**src/rtl/afu_intr_arbiter_if.sv**
```systemverilog
// AFU interrupt and PCIe MSI-X request signals between the interrupt arbiter and its neighbours.
// The slave modport is the arbiter's view; the master modport is the driving environment.
interface afu_intr_arbiter_if #(
    parameter int NUM_AFUS           = 1,
    parameter int NUM_AFU_INTERRUPTS = 7
);
    localparam int NVEC  = NUM_AFUS * NUM_AFU_INTERRUPTS;
    localparam int VEC_W = (NVEC > 1) ? $clog2(NVEC) : 1;
    localparam int ID_W  = (NUM_AFU_INTERRUPTS > 1) ? $clog2(NUM_AFU_INTERRUPTS) : 1;

    logic [NUM_AFUS-1:0]      afu_intr_valid;
    logic [NUM_AFUS*ID_W-1:0] afu_intr_id;
    logic [NUM_AFUS-1:0]      afu_intr_ack;
    logic [ID_W-1:0]          afu_intr_ack_id;
    logic [NUM_AFUS-1:0]      afu_intr_err;
    logic [NVEC-1:0]          vec_mask;
    logic                     msix_req_valid;
    logic [VEC_W-1:0]         msix_req_vec;
    logic                     msix_req_ready;
    logic                     msix_done;
    logic [NVEC-1:0]          pba;

    modport slave (
        input  afu_intr_valid, afu_intr_id, vec_mask, msix_req_ready, msix_done,
        output afu_intr_ack, afu_intr_ack_id, afu_intr_err, msix_req_valid, msix_req_vec, pba
    );

    modport master (
        output afu_intr_valid, afu_intr_id, vec_mask, msix_req_ready, msix_done,
        input  afu_intr_ack, afu_intr_ack_id, afu_intr_err, msix_req_valid, msix_req_vec, pba
    );
endinterface

```
**src/rtl/afu_intr_arbiter.sv**
```systemverilog
// Collects per-AFU MSI-X requests into a pending array and issues unmasked vectors
// round-robin onto a single MSI-X channel, one outstanding at a time.
module afu_intr_arbiter #(
    parameter int NUM_AFUS           = 1,
    parameter int NUM_AFU_INTERRUPTS = 7
) (
    input  logic                  clk,
    input  logic                  rst,
    afu_intr_arbiter_if.slave     bus
);
    localparam int NVEC  = NUM_AFUS * NUM_AFU_INTERRUPTS;
    localparam int VEC_W = (NVEC > 1) ? $clog2(NVEC) : 1;
    localparam int ID_W  = (NUM_AFU_INTERRUPTS > 1) ? $clog2(NUM_AFU_INTERRUPTS) : 1;

    typedef enum logic [1:0] {
        ST_IDLE = 2'd0,
        ST_REQ  = 2'd1,
        ST_WAIT = 2'd2
    } state_t;

    state_t              r_state, w_state_nxt;
    logic [NVEC-1:0]     r_pending, w_set, w_clr, w_elig;
    logic [VEC_W-1:0]    r_rr, w_rr_nxt, r_vec, w_vec_nxt, w_pick;
    logic                r_valid, w_valid_nxt, w_found;
    logic [NUM_AFUS-1:0] r_ack, w_ack_nxt, r_err, w_err_nxt;
    logic [ID_W-1:0]     r_ack_id, w_ack_id_nxt, w_id;
    int                  w_idx, w_afu, w_sub;

    // Decode incoming requests into pending-set bits and illegal-id error pulses.
    always_comb begin
        w_set     = {NVEC{1'b0}};
        w_err_nxt = {NUM_AFUS{1'b0}};
        w_id      = {ID_W{1'b0}};
        for (int i = 0; i < NUM_AFUS; i++) begin
            w_id = bus.afu_intr_id[i*ID_W +: ID_W];
            if (bus.afu_intr_valid[i]) begin
                if (32'(w_id) < NUM_AFU_INTERRUPTS) begin
                    w_set[VEC_W'(i * NUM_AFU_INTERRUPTS + int'(32'(w_id)))] = 1'b1;
                end else begin
                    w_err_nxt[i] = 1'b1;
                end
            end else begin
                w_err_nxt[i] = 1'b0;
            end
        end
    end

    // First eligible vector at or after the round-robin pointer, wrapping at NVEC.
    always_comb begin
        w_elig  = r_pending & ~bus.vec_mask;
        w_found = 1'b0;
        w_pick  = {VEC_W{1'b0}};
        w_idx   = 0;
        for (int k = 0; k < NVEC; k++) begin
            w_idx = (int'(r_rr) + k >= NVEC) ? (int'(r_rr) + k - NVEC) : (int'(r_rr) + k);
            if (!w_found && w_elig[VEC_W'(w_idx)]) begin
                w_found = 1'b1;
                w_pick  = VEC_W'(w_idx);
            end else begin
                w_found = w_found;
            end
        end
    end

    // Next-state and next-output logic for the single-outstanding request FSM.
    always_comb begin
        w_state_nxt  = r_state;
        w_vec_nxt    = r_vec;
        w_valid_nxt  = r_valid;
        w_rr_nxt     = r_rr;
        w_clr        = {NVEC{1'b0}};
        w_ack_nxt    = {NUM_AFUS{1'b0}};
        w_ack_id_nxt = r_ack_id;
        w_afu        = int'(r_vec) / NUM_AFU_INTERRUPTS;
        w_sub        = int'(r_vec) % NUM_AFU_INTERRUPTS;
        case (r_state)
            ST_IDLE: begin
                if (w_found) begin
                    w_vec_nxt   = w_pick;
                    w_valid_nxt = 1'b1;
                    w_state_nxt = ST_REQ;
                end else begin
                    w_valid_nxt = 1'b0;
                end
            end
            ST_REQ: begin
                // Mask is deliberately not re-checked once the request is presented.
                if (r_valid && bus.msix_req_ready) begin
                    w_clr[r_vec] = 1'b1;
                    w_rr_nxt     = (r_vec == VEC_W'(NVEC - 1)) ? {VEC_W{1'b0}} : (r_vec + VEC_W'(1));
                    w_valid_nxt  = 1'b0;
                    w_state_nxt  = ST_WAIT;
                end else begin
                    w_valid_nxt  = r_valid;
                end
            end
            ST_WAIT: begin
                if (bus.msix_done) begin
                    for (int a = 0; a < NUM_AFUS; a++) begin
                        w_ack_nxt[a] = (w_afu == a);
                    end
                    w_ack_id_nxt = ID_W'(w_sub);
                    w_state_nxt  = ST_IDLE;
                end else begin
                    w_state_nxt  = ST_WAIT;
                end
            end
            default: begin
                w_state_nxt = ST_IDLE;
                w_valid_nxt = 1'b0;
            end
        endcase
    end

    // State, pending array and registered outputs; a set on the accept edge beats the clear.
    always_ff @(posedge clk or posedge rst) begin
        if (rst) begin
            r_state   <= ST_IDLE;
            r_pending <= {NVEC{1'b0}};
            r_rr      <= {VEC_W{1'b0}};
            r_vec     <= {VEC_W{1'b0}};
            r_valid   <= 1'b0;
            r_ack     <= {NUM_AFUS{1'b0}};
            r_ack_id  <= {ID_W{1'b0}};
            r_err     <= {NUM_AFUS{1'b0}};
        end else begin
            r_state   <= w_state_nxt;
            r_pending <= (r_pending & ~w_clr) | w_set;
            r_rr      <= w_rr_nxt;
            r_vec     <= w_vec_nxt;
            r_valid   <= w_valid_nxt;
            r_ack     <= w_ack_nxt;
            r_ack_id  <= w_ack_id_nxt;
            r_err     <= w_err_nxt;
        end
    end

    assign bus.msix_req_valid  = r_valid;
    assign bus.msix_req_vec    = r_vec;
    assign bus.afu_intr_ack    = r_ack;
    assign bus.afu_intr_ack_id = r_ack_id;
    assign bus.afu_intr_err    = r_err;
    assign bus.pba             = r_pending;

endmodule

```
**src/flat_wrapper.sv**
```systemverilog
// flat-port wrapper written by rule: the top's interface ports become plain ports
module afu_intr_arbiter_flat 
#(
    parameter int NUM_AFUS           = 1,
    parameter int NUM_AFU_INTERRUPTS = 7
)
  (clk, rst, bus_afu_intr_valid, bus_afu_intr_id, bus_vec_mask, bus_msix_req_ready, bus_msix_done, bus_afu_intr_ack, bus_afu_intr_ack_id, bus_afu_intr_err, bus_msix_req_valid, bus_msix_req_vec, bus_pba);
  afu_intr_arbiter_if #(.NUM_AFUS(NUM_AFUS), .NUM_AFU_INTERRUPTS(NUM_AFU_INTERRUPTS)) bus_i ();
  input  logic clk;
  input  logic rst;
  input wire logic [$bits(bus_i.afu_intr_valid)-1:0] bus_afu_intr_valid;
  input wire logic [$bits(bus_i.afu_intr_id)-1:0] bus_afu_intr_id;
  input wire logic [$bits(bus_i.vec_mask)-1:0] bus_vec_mask;
  input wire logic [$bits(bus_i.msix_req_ready)-1:0] bus_msix_req_ready;
  input wire logic [$bits(bus_i.msix_done)-1:0] bus_msix_done;
  output wire logic [$bits(bus_i.afu_intr_ack)-1:0] bus_afu_intr_ack;
  output wire logic [$bits(bus_i.afu_intr_ack_id)-1:0] bus_afu_intr_ack_id;
  output wire logic [$bits(bus_i.afu_intr_err)-1:0] bus_afu_intr_err;
  output wire logic [$bits(bus_i.msix_req_valid)-1:0] bus_msix_req_valid;
  output wire logic [$bits(bus_i.msix_req_vec)-1:0] bus_msix_req_vec;
  output wire logic [$bits(bus_i.pba)-1:0] bus_pba;
  assign bus_i.afu_intr_valid = bus_afu_intr_valid;
  assign bus_i.afu_intr_id = bus_afu_intr_id;
  assign bus_i.vec_mask = bus_vec_mask;
  assign bus_i.msix_req_ready = bus_msix_req_ready;
  assign bus_i.msix_done = bus_msix_done;
  assign bus_afu_intr_ack = bus_i.afu_intr_ack;
  assign bus_afu_intr_ack_id = bus_i.afu_intr_ack_id;
  assign bus_afu_intr_err = bus_i.afu_intr_err;
  assign bus_msix_req_valid = bus_i.msix_req_valid;
  assign bus_msix_req_vec = bus_i.msix_req_vec;
  assign bus_pba = bus_i.pba;
  afu_intr_arbiter #(.NUM_AFUS(NUM_AFUS), .NUM_AFU_INTERRUPTS(NUM_AFU_INTERRUPTS)) u_core (.clk(clk), .rst(rst), .bus(bus_i));
endmodule
```
**config.mk**
```make
export PLATFORM = sky130hd
export DESIGN_NAME = afu_intr_arbiter_flat
export DESIGN_NICKNAME = d
export VERILOG_FILES = /design/src/rtl/afu_intr_arbiter_if.sv /design/src/rtl/afu_intr_arbiter.sv /design/src/flat_wrapper.sv
export SDC_FILE = /design/constraint.sdc
export NUM_CORES = 1
export LEC_CHECK = 0
export ABC_CLOCK_PERIOD_IN_PS = 9600
export BUFFER_PORTS_ARGS = -buffer_cell sky130_fd_sc_hd__buf_2
export CAP_MARGIN = 20
export CORE_MARGIN = 2
export CORE_UTILIZATION = 32
export CTS_CLUSTER_SIZE = 14
export DETAILED_ROUTE_END_ITERATION = 8
export PLACE_DENSITY_LB_ADDON = 0.15
export SYNTH_ARGS = -nofsm -noshare
export SYNTH_HDL_FRONTEND = slang
export SYNTH_SLANG_ARGS = --single-unit
export TNS_END_PERCENT = 30
```
**constraint.sdc**
```tcl
create_clock -name clk -period 9.6 [get_ports clk]
set_clock_uncertainty 0.05 [all_clocks]
set_input_delay 0.48 -clock clk [delete_from_list [all_inputs] [get_ports clk]]
set_output_delay 0.48 -clock clk [all_outputs]
set_load 0.02 [all_outputs]
```
==> results.cfg, run 1 <==
[outcome]
outcome = finished, final reports clean

[clock_network]
cts.sinks = 21
ctsHtreeMaxLevel = 1
cts_buffer_depth = 2
root_buffer = clkbuf_8
cts-buffers-inserted = 3
clk_latency_ps = 260
holdBufCountCts = 0
cts_setup_buffers = 0
clkTransAtPathRegs_ps = 80
cts.repair.resized = 0
cts_tree = done

[timing]
holdWs_ps = 306
finalHoldViolations = 0
fin_crit_sh_pct = 44.3
final-setup-viol-count = 0
relSlewSlack_pct = 46.9
period_minus_slack_ps = 4250
slew_violations = 0
fin_tns_setup_ps = 0
tightest_slew_ps = 796
rsz0062_at_grt = false
fmax_mhz = 235

[critical_path]
worstReg2RegEnd = u_core.bus.msix_req_vec[2]
rr_worst_depth = 12
critical_path_arrival_ps = 4330
crit_type = flop to flop
end_kind = flop
crit_path_start_kind = flop
cp.required_ps = 9680
crit_slowest_cell = dfrtp_1
worst_path_largest_cell_delay_ps = 800
r2r_setup_slack_ps = 5350
r2r-start = u_core.r_rr[0]
setup.worst_path.start = u_core.r_rr[0]
critPathMaxFanout = 20
crit_chain = ha_1 -> inv_1 -> fa_1 -> xnor2_1 -> mux2_2 -> o211a_1 -> o32ai_2 -> nor2_1 -> a221o_1 -> o21a_1 -> o31ai_1 -> a22oi_1

[detailed_routing]
wl_per_cell_um = 16.4
drt_pass1_iterations = 4
via_count = 2205
postRouteAntennaNets = 0
viasPerCell = 5.38
routed_wirelength_um = 6740
drc = 0
drtIter0Drc = 112

[grt]
grt_pass1_vias = 2180
grt_use_total_pct = 16.6
grt.overflow.total = 0
antenna_found_initial = 0
grt_pass1_wl_um = 11300
grt_max_degree = 22

[logic_synthesis]
ys_seq_area_share_pct = 21.2
ys_seq_elements = 21
synthFlopType = dfrtp_1
syn_inst = 284
ys_async_sr_fraction_pct = 100
yosys_warnings = 0
syn-num-nets = 316
ys_types = 63
synth.avg_cell_area_um2 = 8.73
netlist_area_mm2 = 0.00248
synth-edff-count = 0

[floorplanning]
chipWidth_um = 92.0
die_h_um = 92.0
initial_core_util_pct = 32.6
ioPinCount = 31
core_area_mm2 = 0.00761
die_area_mm2 = 0.00847
row_count = 32

[finish]
antenna_cells = 0
postLayoutCoreUtil_pct = 36.3
drive_gt1_share_pct = 19.2
layout_commonest_cell = buf_2
final_cell_mix = buf_2, nand2_1, dfrtp_1
syn_to_final_growth_pct = 11.5
nNetsFinal = 341
final_cells = 410

[place]
dp_cells = 405
portBuffers = 30
dp_hpwl_um = 5400
routabilityCongestion = 0.877

[min_path]
holdCritPathClass = input pin to asynchronous set/reset pin

[flow_run]
drv_cap = 0
-- flip-flops by register name, summed over array words and instances (netlist names) --
signal / cells
u_core.bus.afu_intr_err: 1
u_core.bus.afu_intr_ack: 1
u_core.r_state: 2
u_core.r_rr: 3
u_core.bus.msix_req_valid: 1
u_core.bus.pba: 7
u_core.bus.msix_req_vec: 3
u_core.bus.afu_intr_ack_id: 3
-- Yosys cell counts, types with 3 or more instances --
master	number	share of area [%]
nor3_1	5	1.0
mux4_2	5	4.5
and2_1	5	1.3
mux2i_1	14	5.7
nor2b_1	10	2.5
o21ai_1	4	0.81
nand2_1	23	3.5
o211ai_1	5	1.5
mux2_2	3	1.4
a211oi_1	4	1.2
dfrtp_1	21	21
o21ai_0	20	4.0
o41ai_1	3	1.1
nor3b_1	7	2.1
nand4_1	3	0.76
buf_2	4	0.81
ha_1	16	8.1
nand3_1	7	1.4
nand2b_1	14	3.5
xnor2_1	7	2.5
a21oi_1	5	1.0
nor2_1	20	3.0
inv_1	16	2.4
clkbuf_1	7	1.1
o31ai_1	7	2.1
a221oi_1	3	1.1
-- kinds of logic (layout without fill, tap and decap cells) --
logic type	count (synthesis)	count (layout)	synth area share, %
XOR/XNOR	9	9	3.48
flip-flops	21	21	21.2
multiplexers	24	24	12.9
adder cells (fa/ha/maj)	17	17	8.88
AND/OR/NAND/NOR	107	107	23.1
AO/OA/AOI/OAI	79	79	26.1
buffers and inverters	27	51	4.29
-- critical path, delay by kind of cell (launching register included) --
| kind | cells | cell delay (ps) |
|---|---|---|
| AO/OA/AOI/OAI | 6 | 1400 |
| adder cells (fa/ha/maj) | 2 | 760 |
| AND/OR/NAND/NOR | 1 | 150 |
| flip-flops | 1 | 800 |
| multiplexers | 1 | 410 |
| XOR/XNOR | 1 | 500 |
| buffers and inverters | 1 | 50 |
-- worst max-delay path by stage --
stage / endpoint / slack (ps)
after floorplan: u_core.bus.msix_req_vec[2] / 5960
after global placement: u_core.bus.msix_req_vec[2] / 5460
after detailed placement: u_core.bus.msix_req_vec[0] / 5380
after CTS: u_core.bus.msix_req_vec[0] / 5320
after global routing: u_core.bus.msix_req_vec[2] / 5050
final: u_core.bus.msix_req_vec[2] / 5350
-- area by class of cell --
class	count	area, um2
Fill cell	804	4840
Multi-Input combinational cell	236	1850
Sequential cell	21	526
Timing Repair Buffer	31	158
Tap cell	102	128
Inverter	16	60.1
Clock buffer	4	45.0
-- layer usage --
layer / track usage, % / up-vias / wire [um]
met5: 0 / - / 0
met4: 5.97 / 0 / 150
met3: 1.48 / 14 / 220
met2: 27.0 / 47 / 3150
met1: 23.2 / 1043 / 3220
li1: - / 1101 / -
-- per-stage QoR --
step	cell area, um2	worst slack (ps)
3_5_place_dp	2710	5380
3_3_place_gp	2710	5460
6_report	2760	5350
2_1_floorplan	2480	5960
4_1_cts	2760	5320
5_1_grt	2760	5050
Power of run 1 is not shown: default switching activity piles up to over one toggle a cycle in this logic, so the estimate is an artifact.
==> inputs of run 2 (changes only) <==
Settings changed: ABC_AREA set to 1, ABC_CLOCK_PERIOD_IN_PS 9600 to 3490.
Clock period 9.6 ns to 3.49 ns, I/O delays scaled along.
==> run 2 against run 1 <==
Via count rose by 13%. Worst setup slack got worse by 4900 ps. Synthesized area fell by 5.2%. Largest cell class unchanged.
==> results.cfg, run 2 <==
[logic_synthesis]
ys_seq_area_share_pct = 22.4
yosysTopAreaCellShare_pct = 22.4
synth-edff-count = 0
synth_top_area_cell = dfrtp_1
yosysMostFrequentCell = nand2_1
ys_async_sr_fraction_pct = 100
yosys_warnings = 0
syn_inst = 379
synth.avg_cell_area_um2 = 6.20
synthXorXnorAreaFrac_pct = 0.373
synth_top_family_by_area = simple AND/OR/NAND/NOR gates
synth_compound_area_share_pct = 12.6
ys_seq_elements = 21
syn-num-nets = 411
synthFlopType = dfrtp_1
synthSimpleGateAreaFrac_pct = 43.1
synthTopCellsByArea = dfrtp_1, nand2_1, nand3_1
ys_types = 34
netlist_area_mm2 = 0.00235
synthAdderAreaFrac_pct = 9.37
synth_commonest_cells = nand2_1, inv_1, nand3_1
synth_mux_area_share_pct = 0.479

[detailed_routing]
postRouteAntennaNets = 0
routed_wirelength_um = 6730
via_count = 2493
drt_pass1_iterations = 5
wl_per_cell_um = 13.1
drc = 0
viasPerCell = 4.87
drtIter0Drc = 121

[critical_path]
end_kind = flop
critPathMaxFanout = 10
critPathBufInv = 4
r2r_setup_slack_ps = 480
r2r-start = u_core.r_rr[1]
crit_slowest_cell = fa_1
cp_common_cell = nand2_1
critical_path_arrival_ps = 3160
crit_family = simple AND/OR/NAND/NOR gates
worst_path_largest_cell_delay_ps = 480
crit_path_start_kind = flop
rr_worst_depth = 19
worstReg2RegEnd = u_core.bus.msix_req_vec[1]
crit_type = flop to flop
cp.required_ps = 3640
crit_chain = inv_1 -> ha_1 -> inv_1 -> fa_1 -> inv_1 -> nand2_1 -> nand2_2 -> nand2_1 -> nand3_1 -> nand2_1 -> nand2_1 -> nand2_2 -> nor2_8 -> nand3_4 -> nor2_4 -> a21oi_4 -> inv_4 -> nand2_1 -> nand2_1

[clock_network]
cts_tree = done
cts-buffers-inserted = 3
root_buffer = clkbuf_8
cts_buffer_depth = 2
cts_setup_buffers = 0
cts.repair.resized = 0
clk_latency_ps = 260
holdBufCountCts = 0
cts.sinks = 21
clkTransAtPathRegs_ps = 80
ctsHtreeMaxLevel = 1

[grt]
grt_pass1_vias = 2462
grt_util_met3_pct = 1.51
grt_use_met2_pct = 30.6
top_usage_layer = met2
grt.overflow.total = 0
grtUsageMet1_pct = 22.0
grt_max_degree = 22
antenna_found_initial = 0
grt_pass1_wl_um = 11600
grt_use_total_pct = 17.3

[finish]
multi_input_area_mm2 = 0.00155
fillers = 801
final_cell_mix = nand2_1, inv_1, nand3_1
antenna_cells = 0
final_cells = 512
drive_gt1_share_pct = 15.7
layout_commonest_cell = nand2_1
largest_reg_flops = 7
nNetsFinal = 446
seqCellArea_um2 = 526
syn_to_final_growth_pct = 13.3

[flow_run]
drv_cap = 0

[place]
dp_hpwl_um = 5520
dp_cells = 508
routabilityCongestion = 0.952
portBuffers = 30

[min_path]
holdCritPathClass = input pin to asynchronous set/reset pin

[timing]
period_minus_slack_ps = 3010
fin_tns_setup_ps = 0
finalHoldViolations = 0
rsz0062_at_grt = false
fmax_mhz = 332
fin_crit_sh_pct = 86.3
tightest_slew_ps = 808
final-setup-viol-count = 0
slew_violations = 0
holdWs_ps = 8.40
relSlewSlack_pct = 46.0

[floorplanning]
chipWidth_um = 89.7
ioPinCount = 31
die_area_mm2 = 0.00805
initial_core_util_pct = 32.8
row_count = 31
core_area_mm2 = 0.00718
die_h_um = 89.7

[outcome]
outcome = finished, final reports clean
-- run 2: cell count changes after synthesis, moves of 9 or more --
cell,before,now
nand2_1,23,131
mux2i_1,14,0
nand3_1,7,49
nand2b_1,14,0
inv_1,16,60
nor2b_1,10,0
nand2_2,0,9
-- run 2: cell families (layout without fill, tap and decap cells) --
group / count (synthesis) / after routing
AO/OA/AOI/OAI: 48 / 48
XOR/XNOR: 1 / 1
adder cells (fa/ha/maj): 17 / 17
buffers and inverters: 69 / 103
flip-flops: 21 / 21
multiplexers: 1 / 1
AND/OR/NAND/NOR: 222 / 222
-- run 2: layout make-up --
type / count / area share [%]
clock buffers: 3 / 1.55
multi-input cells: 289 / 58.1
clock inverters: 1 / 0.188
inverters: 67 / 9.54
flip-flops and latches: 21 / 19.7
well taps: 99 / 4.65
repair buffers: 32 / 6.20
-- run 2: routing by layer --
| layer | wire [um] | part of all wire [%] | vias up |
|---|---|---|---|
| met3 | 287 | 4.3 | 12 |
| met1 | 3110 | 46 | 1133 |
| met4 | 136 | 2.0 | 0 |
| met2 | 3200 | 48 | 70 |
| li1 | - | - | 1278 |
| met5 | 0 | 0 | - |
-- run 2: metrics by stage --
stage | setup WS [ps] | util, % | area (um2)
global placement | 620 | 36.5 | 2620
global route | 141 | 37.1 | 2660
finish | 479 | 37.1 | 2660
CTS | 483 | 37.1 | 2660
floorplan | 847 | - | 2350
detailed placement | 513 | 36.5 | 2620
-- run 2: worst max-delay path by stage --
stage                               from                    endpoint  slack, ps  cells past startpoint
after detailed placement  u_core.r_rr[1]  u_core.bus.msix_req_vec[0]        510                     17
after global placement    u_core.r_rr[1]  u_core.bus.msix_req_vec[0]        620                     19
final                     u_core.r_rr[1]  u_core.bus.msix_req_vec[1]        480                     19
after CTS                 u_core.r_rr[1]  u_core.bus.msix_req_vec[1]        480                     19
after floorplan           u_core.r_rr[1]  u_core.bus.msix_req_vec[0]        850                     19
after global routing      u_core.r_rr[1]  u_core.bus.msix_req_vec[1]        140                     18
Power of run 2 is left out for the same reason.
==> inputs of run 3 (changes only) <==
Settings changed: CAP_MARGIN 20 to unset, PLACE_DENSITY_LB_ADDON 0.15 to unset.
==> run 3 against run 2 <==
Sequential share of layout area up 0.056 points. Flip-flop and latch count unchanged. Via count down 1.6%. Worst hold slack worse by 5.8 ps. Utilization down 0.10 points. Worst setup slack worse by 96 ps. Die area unchanged. Critical path type unchanged. Critical endpoint unchanged.
==> results.cfg, run 3 (synthesis results as in run 2) <==
[outcome]
outcome = finished, final reports clean

[timing]
tightest_slew_ps = 795
finalHoldViolations = 0
slew_violations = 0
final-setup-viol-count = 0
fin_crit_sh_pct = 89.0
fin_tns_setup_ps = 0
fmax_mhz = 322
rsz0062_at_grt = false
period_minus_slack_ps = 3110
relSlewSlack_pct = 46.9

[grt]
grt.overflow.total = 0
grt_pass1_wl_um = 10800
grt_use_total_pct = 15.8
antenna_found_initial = 0
grt_max_degree = 22
grt_pass1_vias = 2330

[detailed_routing]
postRouteAntennaNets = 0
viasPerCell = 4.80
drtIter0Drc = 214
drc = 0
wl_per_cell_um = 12.4
drt_pass1_iterations = 4
routed_wirelength_um = 6330
via_count = 2454

[critical_path]
worstReg2RegEnd = u_core.bus.msix_req_vec[1]
crit_type = flop to flop
r2r_setup_slack_ps = 380
end_kind = flop
rr_worst_depth = 18
setup.worst_path.start = u_core.r_rr[1]
critical_path_arrival_ps = 3210
cp.required_ps = 3600
crit_path_start_kind = flop
setup.worst_path.end = u_core.bus.msix_req_vec[1]
r2r-start = u_core.r_rr[1]
critPathMaxFanout = 10

[finish]
final_cells = 511
fillers = 780
seqCellArea_um2 = 526
antenna_cells = 0
largest_reg_flops = 7
nNetsFinal = 445
drive_gt1_share_pct = 15.5
final_cell_mix = nand2_1, inv_1, nand3_1
finish.instance_area_mm2 = 0.00266
syn_to_final_growth_pct = 13.0
multi_input_area_mm2 = 0.00155
layout_commonest_cell = nand2_1

[clock_network]
cts_setup_buffers = 0
cts_buffer_depth = 2
clk_latency_ps = 260
cts-buffers-inserted = 3
cts.repair.resized = 0
cts.sinks = 21
cts_tree = done
holdBufCountCts = 0
clkTransAtPathRegs_ps = 80
ctsHtreeMaxLevel = 1
root_buffer = clkbuf_8

[floorplanning]
row_count = 31
die_area_mm2 = 0.00805
chipWidth_um = 89.7
ioPinCount = 31
die_h_um = 89.7
core_area_mm2 = 0.00718
initial_core_util_pct = 32.8

[place]
placed_cell_area_mm2 = 0.00261
dp_cells = 507
portBuffers = 30
dp_hpwl_um = 5140
routabilityCongestion = 0.953

[flow_run]
drv_cap = 0

[min_path]
holdCritPathClass = input pin to asynchronous set/reset pin
-- run 3: cell count changes in the layout (fill, tap and decap cells not counted) --
cell / delta
buf_4: -1
-- run 3: worst min-delay path by stage --
| stage | startpoint | to | slack, ps | cells past startpoint |
|---|---|---|---|---|
| 2_1_floorplan | rst | u_core.bus.afu_intr_ack | 100 | 1 |
| 3_3_place_gp | rst | u_core.bus.afu_intr_err | 320 | 2 |
| 3_5_place_dp | rst | u_core.bus.afu_intr_err | 320 | 2 |
| 4_1_cts | rst | u_core.bus.pba[5] | 30 | 2 |
| 5_1_grt | bus_msix_done | u_core.r_state[1] | 40 | 2 |
| 6_report | rst | u_core.bus.afu_intr_err | 3 | 2 |
-- run 3: layout make-up --
| type | count | area share [%] |
|---|---|---|
| inverter | 67 | 9.56 |
| sequential | 21 | 19.8 |
| multi-input combinational | 289 | 58.3 |
| timing repair buffer | 31 | 5.93 |
| tap | 99 | 4.66 |
| clock buffer | 3 | 1.55 |
| clock inverter | 1 | 0.188 |
-- run 3: through the flow --
stage	setup WS, ps	utilization, %	hold slack [ps]
detailed placement	425	36.4	321
finish	383	37.0	2.59
global route	55.7	37.0	39.9
global placement	424	36.4	320
CTS	393	37.0	34.6
floorplan	847	-	101
-- run 3: metal layers --
metal	wire length [um]	GRT usage, %	up-vias
li1	-	-	1271
met4	120	5.13	0
met5	0	0	-
met3	332	1.51	12
met2	2790	26.3	77
met1	3090	21.7	1094
-- run 3: critical path: stages, from the launching register on --
cell and delay [ps]:
dfrtp_1 460, inv_1 320, ha_1 230, inv_1 60, fa_1 480, o21ai_1 300
inv_1 120, nand3_1 90, nand2_1 60, nand2_1 60, nand2_2 100, nand3_1 130
nor2_1 50, nor2_1 130, nand2_1 60, nor2_1 100, nand3_1 80, nand2_1 60
nand2_1 50
Power of run 3 is left out for the same reason.
